<file path="src/rtl/axi_pkg.sv">
// ============================================================================
// Module   : axi_pkg
// Brief    : Shared AXI response encoding plus a small sizing helper used by
//            AXI-Lite targets.
// Revision : 1.0 - initial release
// ============================================================================
`default_nettype none

package axi_pkg;

  typedef logic [1:0] resp_t;

  localparam resp_t RESP_OKAY   = 2'b00;
  localparam resp_t RESP_EXOKAY = 2'b01;
  localparam resp_t RESP_SLVERR = 2'b10;
  localparam resp_t RESP_DECERR = 2'b11;

  // Width of a register index field; never narrower than one bit so that a
  // single-register bank still has a decodable (and range-checkable) index.
  function automatic int unsigned idx_bits(input int unsigned n);
    return (n > 1) ? $clog2(n) : 1;
  endfunction

endpackage : axi_pkg

`default_nettype wire

</file>
<file path="src/rtl/axi_lite_wr_join.sv">
// ============================================================================
// Module   : axi_lite_wr_join
// Brief    : Joins the AXI-Lite AW and W channels. Each channel has a
//            one-entry holding register so the two may arrive in any order;
//            a commit is issued once both are present and the B channel is
//            free.
// Revision : 1.0 - initial release
// ============================================================================
`default_nettype none

module axi_lite_wr_join #(
  parameter int unsigned ADDR_WIDTH = 32,
  parameter int unsigned DATA_WIDTH = 32,
  parameter int unsigned STRB_WIDTH = DATA_WIDTH / 8
) (
  input  logic                  clk_i,
  input  logic                  rst_ni,
  input  logic [ADDR_WIDTH-1:0] aw_addr_i,
  input  logic                  aw_valid_i,
  output logic                  aw_ready_o,
  input  logic [DATA_WIDTH-1:0] w_data_i,
  input  logic [STRB_WIDTH-1:0] w_strb_i,
  input  logic                  w_valid_i,
  output logic                  w_ready_o,
  input  logic                  b_busy_i,
  output logic                  commit_o,
  output logic [ADDR_WIDTH-1:0] commit_addr_o,
  output logic [DATA_WIDTH-1:0] commit_data_o,
  output logic [STRB_WIDTH-1:0] commit_strb_o
);

  logic                  aw_held_q, aw_held_d;
  logic [ADDR_WIDTH-1:0] aw_addr_q, aw_addr_d;
  logic                  w_held_q,  w_held_d;
  logic [DATA_WIDTH-1:0] w_data_q,  w_data_d;
  logic [STRB_WIDTH-1:0] w_strb_q,  w_strb_d;

  logic aw_hs, w_hs, aw_avail, w_avail;

  // A full holding register is the only thing that back-pressures a channel.
  assign aw_ready_o = ~aw_held_q;
  assign w_ready_o  = ~w_held_q;

  // Handshake detection, commit decision and next state of both holds.
  always_comb begin
    aw_hs    = aw_valid_i & ~aw_held_q;
    w_hs     = w_valid_i  & ~w_held_q;
    aw_avail = aw_held_q | aw_hs;
    w_avail  = w_held_q  | w_hs;

    // A pending response blocks the commit; the halves stay parked.
    commit_o = aw_avail & w_avail & ~b_busy_i;

    commit_addr_o = aw_held_q ? aw_addr_q : aw_addr_i;
    commit_data_o = w_held_q  ? w_data_q  : w_data_i;
    commit_strb_o = w_held_q  ? w_strb_q  : w_strb_i;

    aw_held_d = aw_avail & ~commit_o;
    w_held_d  = w_avail  & ~commit_o;
    aw_addr_d = aw_hs ? aw_addr_i : aw_addr_q;
    w_data_d  = w_hs  ? w_data_i  : w_data_q;
    w_strb_d  = w_hs  ? w_strb_i  : w_strb_q;
  end

  // Holding-register state; reset discards any half-received write.
  always_ff @(posedge clk_i or negedge rst_ni) begin
    if (!rst_ni) begin
      aw_held_q <= 1'b0;
      aw_addr_q <= '0;
      w_held_q  <= 1'b0;
      w_data_q  <= '0;
      w_strb_q  <= '0;
    end else begin
      aw_held_q <= aw_held_d;
      aw_addr_q <= aw_addr_d;
      w_held_q  <= w_held_d;
      w_data_q  <= w_data_d;
      w_strb_q  <= w_strb_d;
    end
  end

endmodule : axi_lite_wr_join

`default_nettype wire

</file>
<file path="src/rtl/axi_lite_regfile.sv">
// ============================================================================
// Module   : axi_lite_regfile
// Brief    : AXI4-Lite target terminating the bus in NUM_REGS memory-mapped
//            registers, with optional read-only registers sourced from
//            ro_data_i, exposed register contents and per-register write
//            pulses.
// Revision : 1.0 - initial release
// ============================================================================
`default_nettype none

module axi_lite_regfile
  import axi_pkg::*;
#(
  parameter int unsigned                       ADDR_WIDTH = 32,
  parameter int unsigned                       DATA_WIDTH = 32,
  parameter int unsigned                       NUM_REGS   = 16,
  parameter logic [NUM_REGS-1:0]               RO_MASK    = '0,
  parameter logic [NUM_REGS*DATA_WIDTH-1:0]    RESET_VAL  = '0
) (
  input  logic                           clk_i,
  input  logic                           rst_ni,
  input  logic [ADDR_WIDTH-1:0]          aw_addr_i,
  input  logic                           aw_valid_i,
  output logic                           aw_ready_o,
  input  logic [DATA_WIDTH-1:0]          w_data_i,
  input  logic [DATA_WIDTH/8-1:0]        w_strb_i,
  input  logic                           w_valid_i,
  output logic                           w_ready_o,
  output logic [1:0]                     b_resp_o,
  output logic                           b_valid_o,
  input  logic                           b_ready_i,
  input  logic [ADDR_WIDTH-1:0]          ar_addr_i,
  input  logic                           ar_valid_i,
  output logic                           ar_ready_o,
  output logic [DATA_WIDTH-1:0]          r_data_o,
  output logic [1:0]                     r_resp_o,
  output logic                           r_valid_o,
  input  logic                           r_ready_i,
  input  logic [NUM_REGS*DATA_WIDTH-1:0] ro_data_i,
  output logic [NUM_REGS*DATA_WIDTH-1:0] reg_q_o,
  output logic [NUM_REGS-1:0]            wr_pulse_o
);

  localparam int unsigned STRB_WIDTH = DATA_WIDTH / 8;
  localparam int unsigned OFF_W      = $clog2(STRB_WIDTH);
  localparam int unsigned IDX_W      = idx_bits(NUM_REGS);

  // Write join outputs
  logic                  commit;
  logic [ADDR_WIDTH-1:0] commit_addr;
  logic [DATA_WIDTH-1:0] commit_data;
  logic [STRB_WIDTH-1:0] commit_strb;

  // Register bank and write response
  logic [DATA_WIDTH-1:0] regs_q [NUM_REGS];
  logic [DATA_WIDTH-1:0] regs_d [NUM_REGS];
  logic [NUM_REGS-1:0]   wr_pulse_q, wr_pulse_d;
  logic                  b_valid_q, b_valid_d;
  resp_t                 b_resp_q,  b_resp_d;
  logic [IDX_W-1:0]      wr_idx;
  logic                  wr_hit, wr_ro, wr_ok;

  // Read channel
  logic                  r_valid_q, r_valid_d;
  logic [DATA_WIDTH-1:0] r_data_q,  r_data_d;
  resp_t                 r_resp_q,  r_resp_d;
  logic [IDX_W-1:0]      rd_idx;
  logic                  rd_hit;
  logic [DATA_WIDTH-1:0] rd_val;

  // Only the index field of each address is decoded; the rest is don't-care.
  logic unused_addr_bits;
  assign unused_addr_bits = ^{commit_addr, ar_addr_i};

  axi_lite_wr_join #(
    .ADDR_WIDTH (ADDR_WIDTH),
    .DATA_WIDTH (DATA_WIDTH),
    .STRB_WIDTH (STRB_WIDTH)
  ) u_wr_join (
    .clk_i         (clk_i),
    .rst_ni        (rst_ni),
    .aw_addr_i     (aw_addr_i),
    .aw_valid_i    (aw_valid_i),
    .aw_ready_o    (aw_ready_o),
    .w_data_i      (w_data_i),
    .w_strb_i      (w_strb_i),
    .w_valid_i     (w_valid_i),
    .w_ready_o     (w_ready_o),
    .b_busy_i      (b_valid_q),
    .commit_o      (commit),
    .commit_addr_o (commit_addr),
    .commit_data_o (commit_data),
    .commit_strb_o (commit_strb)
  );

  assign wr_idx = commit_addr[OFF_W +: IDX_W];
  assign rd_idx = ar_addr_i[OFF_W +: IDX_W];

  // Write decode, byte-enabled register update, pulse and B response.
  // With a power-of-two NUM_REGS every index is in range; otherwise the
  // upper indices miss every register and answer SLVERR.
  always_comb begin
    regs_d     = regs_q;
    wr_pulse_d = '0;
    wr_hit     = 1'b0;
    wr_ro      = 1'b0;
    for (int i = 0; i < NUM_REGS; i++) begin
      if (wr_idx == IDX_W'(i)) begin
        wr_hit = 1'b1;
        wr_ro  = RO_MASK[i];
      end
    end
    wr_ok = wr_hit & ~wr_ro;

    if (commit && wr_ok) begin
      for (int i = 0; i < NUM_REGS; i++) begin
        if (wr_idx == IDX_W'(i)) begin
          // The pulse fires even for an all-zero strobe.
          wr_pulse_d[i] = 1'b1;
          for (int b = 0; b < STRB_WIDTH; b++) begin
            if (commit_strb[b]) begin
              regs_d[i][8*b +: 8] = commit_data[8*b +: 8];
            end
          end
        end
      end
    end

    b_valid_d = b_valid_q;
    b_resp_d  = b_resp_q;
    if (b_valid_q && b_ready_i) begin
      b_valid_d = 1'b0;
    end
    if (commit) begin
      b_valid_d = 1'b1;
      b_resp_d  = wr_ok ? RESP_OKAY : RESP_SLVERR;
    end
  end

  // Read decode and R channel; reads see the bank before this cycle's write.
  always_comb begin
    rd_hit = 1'b0;
    rd_val = '0;
    for (int i = 0; i < NUM_REGS; i++) begin
      if (rd_idx == IDX_W'(i)) begin
        rd_hit = 1'b1;
        rd_val = RO_MASK[i] ? ro_data_i[i*DATA_WIDTH +: DATA_WIDTH] : regs_q[i];
      end
    end

    r_valid_d = r_valid_q;
    r_data_d  = r_data_q;
    r_resp_d  = r_resp_q;
    if (r_valid_q && r_ready_i) begin
      r_valid_d = 1'b0;
    end
    // AR is only accepted while no response is outstanding (no bypass).
    if (ar_valid_i && !r_valid_q) begin
      r_valid_d = 1'b1;
      r_data_d  = rd_hit ? rd_val : '0;
      r_resp_d  = rd_hit ? RESP_OKAY : RESP_SLVERR;
    end
  end

  // Register bank, pulses and response registers.
  always_ff @(posedge clk_i or negedge rst_ni) begin
    if (!rst_ni) begin
      for (int i = 0; i < NUM_REGS; i++) begin
        regs_q[i] <= RESET_VAL[i*DATA_WIDTH +: DATA_WIDTH];
      end
      wr_pulse_q <= '0;
      b_valid_q  <= 1'b0;
      b_resp_q   <= RESP_OKAY;
      r_valid_q  <= 1'b0;
      r_data_q   <= '0;
      r_resp_q   <= RESP_OKAY;
    end else begin
      regs_q     <= regs_d;
      wr_pulse_q <= wr_pulse_d;
      b_valid_q  <= b_valid_d;
      b_resp_q   <= b_resp_d;
      r_valid_q  <= r_valid_d;
      r_data_q   <= r_data_d;
      r_resp_q   <= r_resp_d;
    end
  end

  assign ar_ready_o = ~r_valid_q;
  assign b_valid_o  = b_valid_q;
  assign b_resp_o   = b_resp_q;
  assign r_valid_o  = r_valid_q;
  assign r_data_o   = r_data_q;
  assign r_resp_o   = r_resp_q;
  assign wr_pulse_o = wr_pulse_q;

  generate
    for (genvar i = 0; i < NUM_REGS; i++) begin : g_reg_out
      assign reg_q_o[i*DATA_WIDTH +: DATA_WIDTH] = regs_q[i];
    end
  endgenerate

endmodule : axi_lite_regfile

`default_nettype wire

</file>
<file path="config.mk">
export PLATFORM = sky130hd
export DESIGN_NAME = axi_lite_regfile
export DESIGN_NICKNAME = d
export VERILOG_FILES = /design/src/rtl/axi_pkg.sv /design/src/rtl/axi_lite_wr_join.sv /design/src/rtl/axi_lite_regfile.sv
export SDC_FILE = /design/constraint.sdc
export NUM_CORES = 1
export LEC_CHECK = 0
export ABC_AREA = 1
export BUFFER_PORTS_ARGS = -buffer_cell sky130_fd_sc_hd__buf_2
export CORE_AREA = 4 4 463 465
export DETAILED_ROUTE_END_ITERATION = 10
export DIE_AREA = 0 0 467 469
export PLACE_DENSITY = 0.36
export SYNTH_ARGS = -nofsm -noshare
export SYNTH_HDL_FRONTEND = slang
export SYNTH_SLANG_ARGS = --single-unit
</file>
<file path="constraint.sdc">
create_clock -name clk_i -period 2.7 [get_ports clk_i]
set_input_delay 0.135 -clock clk_i [delete_from_list [all_inputs] [get_ports clk_i]]
set_output_delay 0.135 -clock clk_i [all_outputs]
set_load 0.01 [all_outputs]
</file>
==> run_results.csv <==
group,metric,value,unit
job,max_cap_viol_count,0,
worst_setup_path,critical_path.most_common_cell,"o21ai_0",
finish,regArea,15200,sq um
detailed_routing,wl_met2,75200,um
power_and_ir_drop,switching_share,42.9,%
finish,final_util,18.5,%
die,coreArea,210000,sq um
die,ios,1188,
detailed_routing,dr_wl_met3,10800,um
sta,post-route-min-period,2.42,ns
sta,worst_pin_slew,1.09,ns
place,io_buffers,617,
place,dpl_cell_area,35400,sq um
detailed_routing,vias,25200,
detailed_routing,vias_per_cell,3.64,
power_and_ir_drop,seq_power_share,35.4,%
clocking,postCtsResizedCells,0,
worst_setup_path,crit_buf_inv,3,
worst_setup_path,path_cells,"buf_4 -> o21ai_0 -> inv_1 -> buf_12 -> o21ai_0",
power_and_ir_drop,switchingPower,19.1,mW
die,fp.dieH,469,um
synthesis,syn_area,27300,sq um
sta,rsz0062_at_grt,"no",
synthesis,ys_types,32,
sta,setup_viol,0,
run_status,status,"completed",
worst_setup_path,required,3.33,ns
clocking,htreeDepth,3,
die,initial_utilization,13.0,%
clocking,numCtsBuffers,83,
clocking,clk_path_buf_depth,3,
worst_setup_path,endpoint,"reg_q_o[350]$_DFFE_PN0P_",
worst_setup_path,critical_path.top_delay_family,"compound AO/OA/AOI/OAI gates",
synthesis,postSynthCellCount,3250,
finish,fillers,23700,
sta,max_freq,414,MHz
finish,final_cell_mix,"nand2_1, buf_2, dfrtp_1",
global_route,grt_antenna_before_repair,40,
sta,period_share,89.6,%
sta,relSlewSlack,26.6,%
power_and_ir_drop,power_leakage,18.5,nW
worst_setup_path,r2r_start,"u_wr_join.w_held_q$_DFF_PN0_",
die,rows,168,
worst_setup_path,startpoint_type,"register",
global_route,grt_usage,14.3,%
detailed_routing,top_layer,"met5",
clocking,cts_root_buf,"clkbuf_16",
worst_setup_path,cp_max_fo,48,
detailed_routing,wl_per_cell,23.2,um
worst_setup_path,r2r_end,"reg_q_o[350]$_DFFE_PN0P_",
worst_setup_path,arrival,3.04,ns
global_route,overflow,0,
power_and_ir_drop,internal_power,25.4,mW
power_and_ir_drop,combinationalPowerShare,39.0,%
power_and_ir_drop,power,44.5,mW
clocking,cts.clk_slew.worst_paths,0.06,ns
detailed_routing,drc,0,
finish,final_common_cell,"nand2_1",
synthesis,yosysSeqAreaShare,55.5,%
synthesis,yosysWarnings,0,
sta,clock-skew-final,0.0394,ns
worst_setup_path,path_depth,5,
sta,finalMaxSlewViolations,0,
clocking,clock-sinks,606,
power_and_ir_drop,power.density,1150,nW/um^2
finish,area_growth,42.0,%
worst_setup_path,r2r_cells,5,
synthesis,yosysTopAreaCell,"dfrtp_1",
die,fp.dieW,467,um
worst_setup_path,cpMaxStageDelayCell,"o21ai_0",
die,fp.dieArea,219000,sq um
power_and_ir_drop,pwr-share-clk,25.6,%
finish,multiInputGateArea,10600,sq um
worst_setup_path,critPathMaxStageDelay,0.89,ns
clocking,cts_tree,"done",
synthesis,synthTopCellsByArea,"dfrtp_1, nand2_1, o21ai_0",
global_route,grt_max_degree,87,
sta,hold_violations,0,
detailed_routing,drtPass1Iterations,5,
worst_setup_path,crit_type,"register to register",
synthesis,synth-seq-cells,606,
synthesis,yosysTopAreaCellShare,55.5,%
min_path,min_path_type,"input pin to asynchronous set/reset pin",
power_and_ir_drop,ir_worst_vdd,498,uV
worst_setup_path,endpoint_kind,"register",
place,dp.final_hpwl,129000,um
sta,setup_ws,0.282,ns
detailed_routing,ant_nets,0,
detailed_routing,wirelength,160000,um
detailed_routing,wl_met1,68700,um
detailed_routing,drtIter0Drc,1498,
worst_setup_path,crit_start,"u_wr_join.w_held_q$_DFF_PN0_",
finish,drive_gt1_share,26.6,%
global_route,grt_pass1_vias,25200,
finish,final_area,38800,sq um
place,gp_congestion,0.823,
place,place_ws,-0.100,ns
global_route,grt_pass1_wl,217000,um
sta,finalSetupTns,0,ns
worst_setup_path,reg2reg_setup_slack,0.28,ns
clocking,clock_latency,0.72,ns
synthesis,avgSynthCellArea,8.41,sq um
finish,fin_nets,4652,
-- power by group through the flow --
stage          clock [mW]  combinational (mW)  sequential (mW)
3_5_place_dp            0                18.0             15.9
3_3_place_gp            0                17.8             15.8
5_1_grt              12.1                19.1             16.3
4_1_cts              11.8                18.1             15.8
6_report             11.4                17.4             15.8
2_1_floorplan           0                6.12             16.7
-- sequential cells by signal, indices dropped and copies added, names as in the netlist, 4 cells and up --
register,cells
r_data_o,32
reg_q_o,512
u_wr_join.aw_addr_q,4
u_wr_join.w_data_q,32
u_wr_join.w_strb_q,4
wr_pulse_o,16
-- Yosys cell counts, drive strengths merged --
cell type  number
buf            71
nor3           11
inv           224
dfrtp         606
clkinv          1
nand4          70
nand3          60
mux2            4
conb            1
nor2          226
nand2        1155
o21ai         458
nand3b          1
a21boi          1
or2            51
o21a          146
a21oi          67
clkbuf         97
-- what timing repair did --
item	in CTS	in global routing
hold endpoints to repair	354	0
endpoints found under the setup margin	0	4
hold buffers	51	0
buffers inserted	0	5
-- cell families (layout without fill, tap and decap cells) --
family	Yosys count	in the layout	synth area share, %
other	1	16	0.0137
buffers and inverters	393	1240	6.07
multiplexers	4	4	0.165
flip-flops	606	606	55.5
AND/OR/NAND/NOR	1574	1574	24.5
AO/OA/AOI/OAI	672	672	13.8
-- layer usage --
metal	GRT usage [%]	vias up
met5	0	-
met4	4.58	34
met3	3.99	194
met2	23.8	774
met1	17.9	12200
li1	-	12000
-- how the worst min path moves through the flow --
stage                start                        to  slack, ns  cells after the start
finish              rst_ni  reg_q_o[299]$_DFFE_PN0P_       0.08                      2
global placement    rst_ni  reg_q_o[249]$_DFFE_PN0P_       0.25                      1
floorplan           rst_ni   b_resp_o[1]$_DFFE_PN0P_      -0.16                      0
CTS                 rst_ni  reg_q_o[299]$_DFFE_PN0P_       0.04                      2
global route        rst_ni  reg_q_o[217]$_DFFE_PN0P_       0.08                      2
detailed placement  rst_ni  reg_q_o[249]$_DFFE_PN0P_       0.24                      1
-- layout make-up --
cell class,instances,share of cell area [%]
flip-flops and latches,606,39.1
multi-input cells,2252,27.3
repair buffers,865,15.2
well taps,2805,9.04
clock buffers,127,6.37
inverters,225,2.18
clock inverters,23,0.748
diodes,14,0.0902
-- stage by stage --
step	cells	hold slack (ns)
final	6917	0.0780
after global routing	6908	0.0833
after CTS	6898	0.0390
after detailed placement	6697	0.244
after global placement	6697	0.246
after floorplan	3251	-0.161
Note: power is estimated with default switching activity, not from simulation.
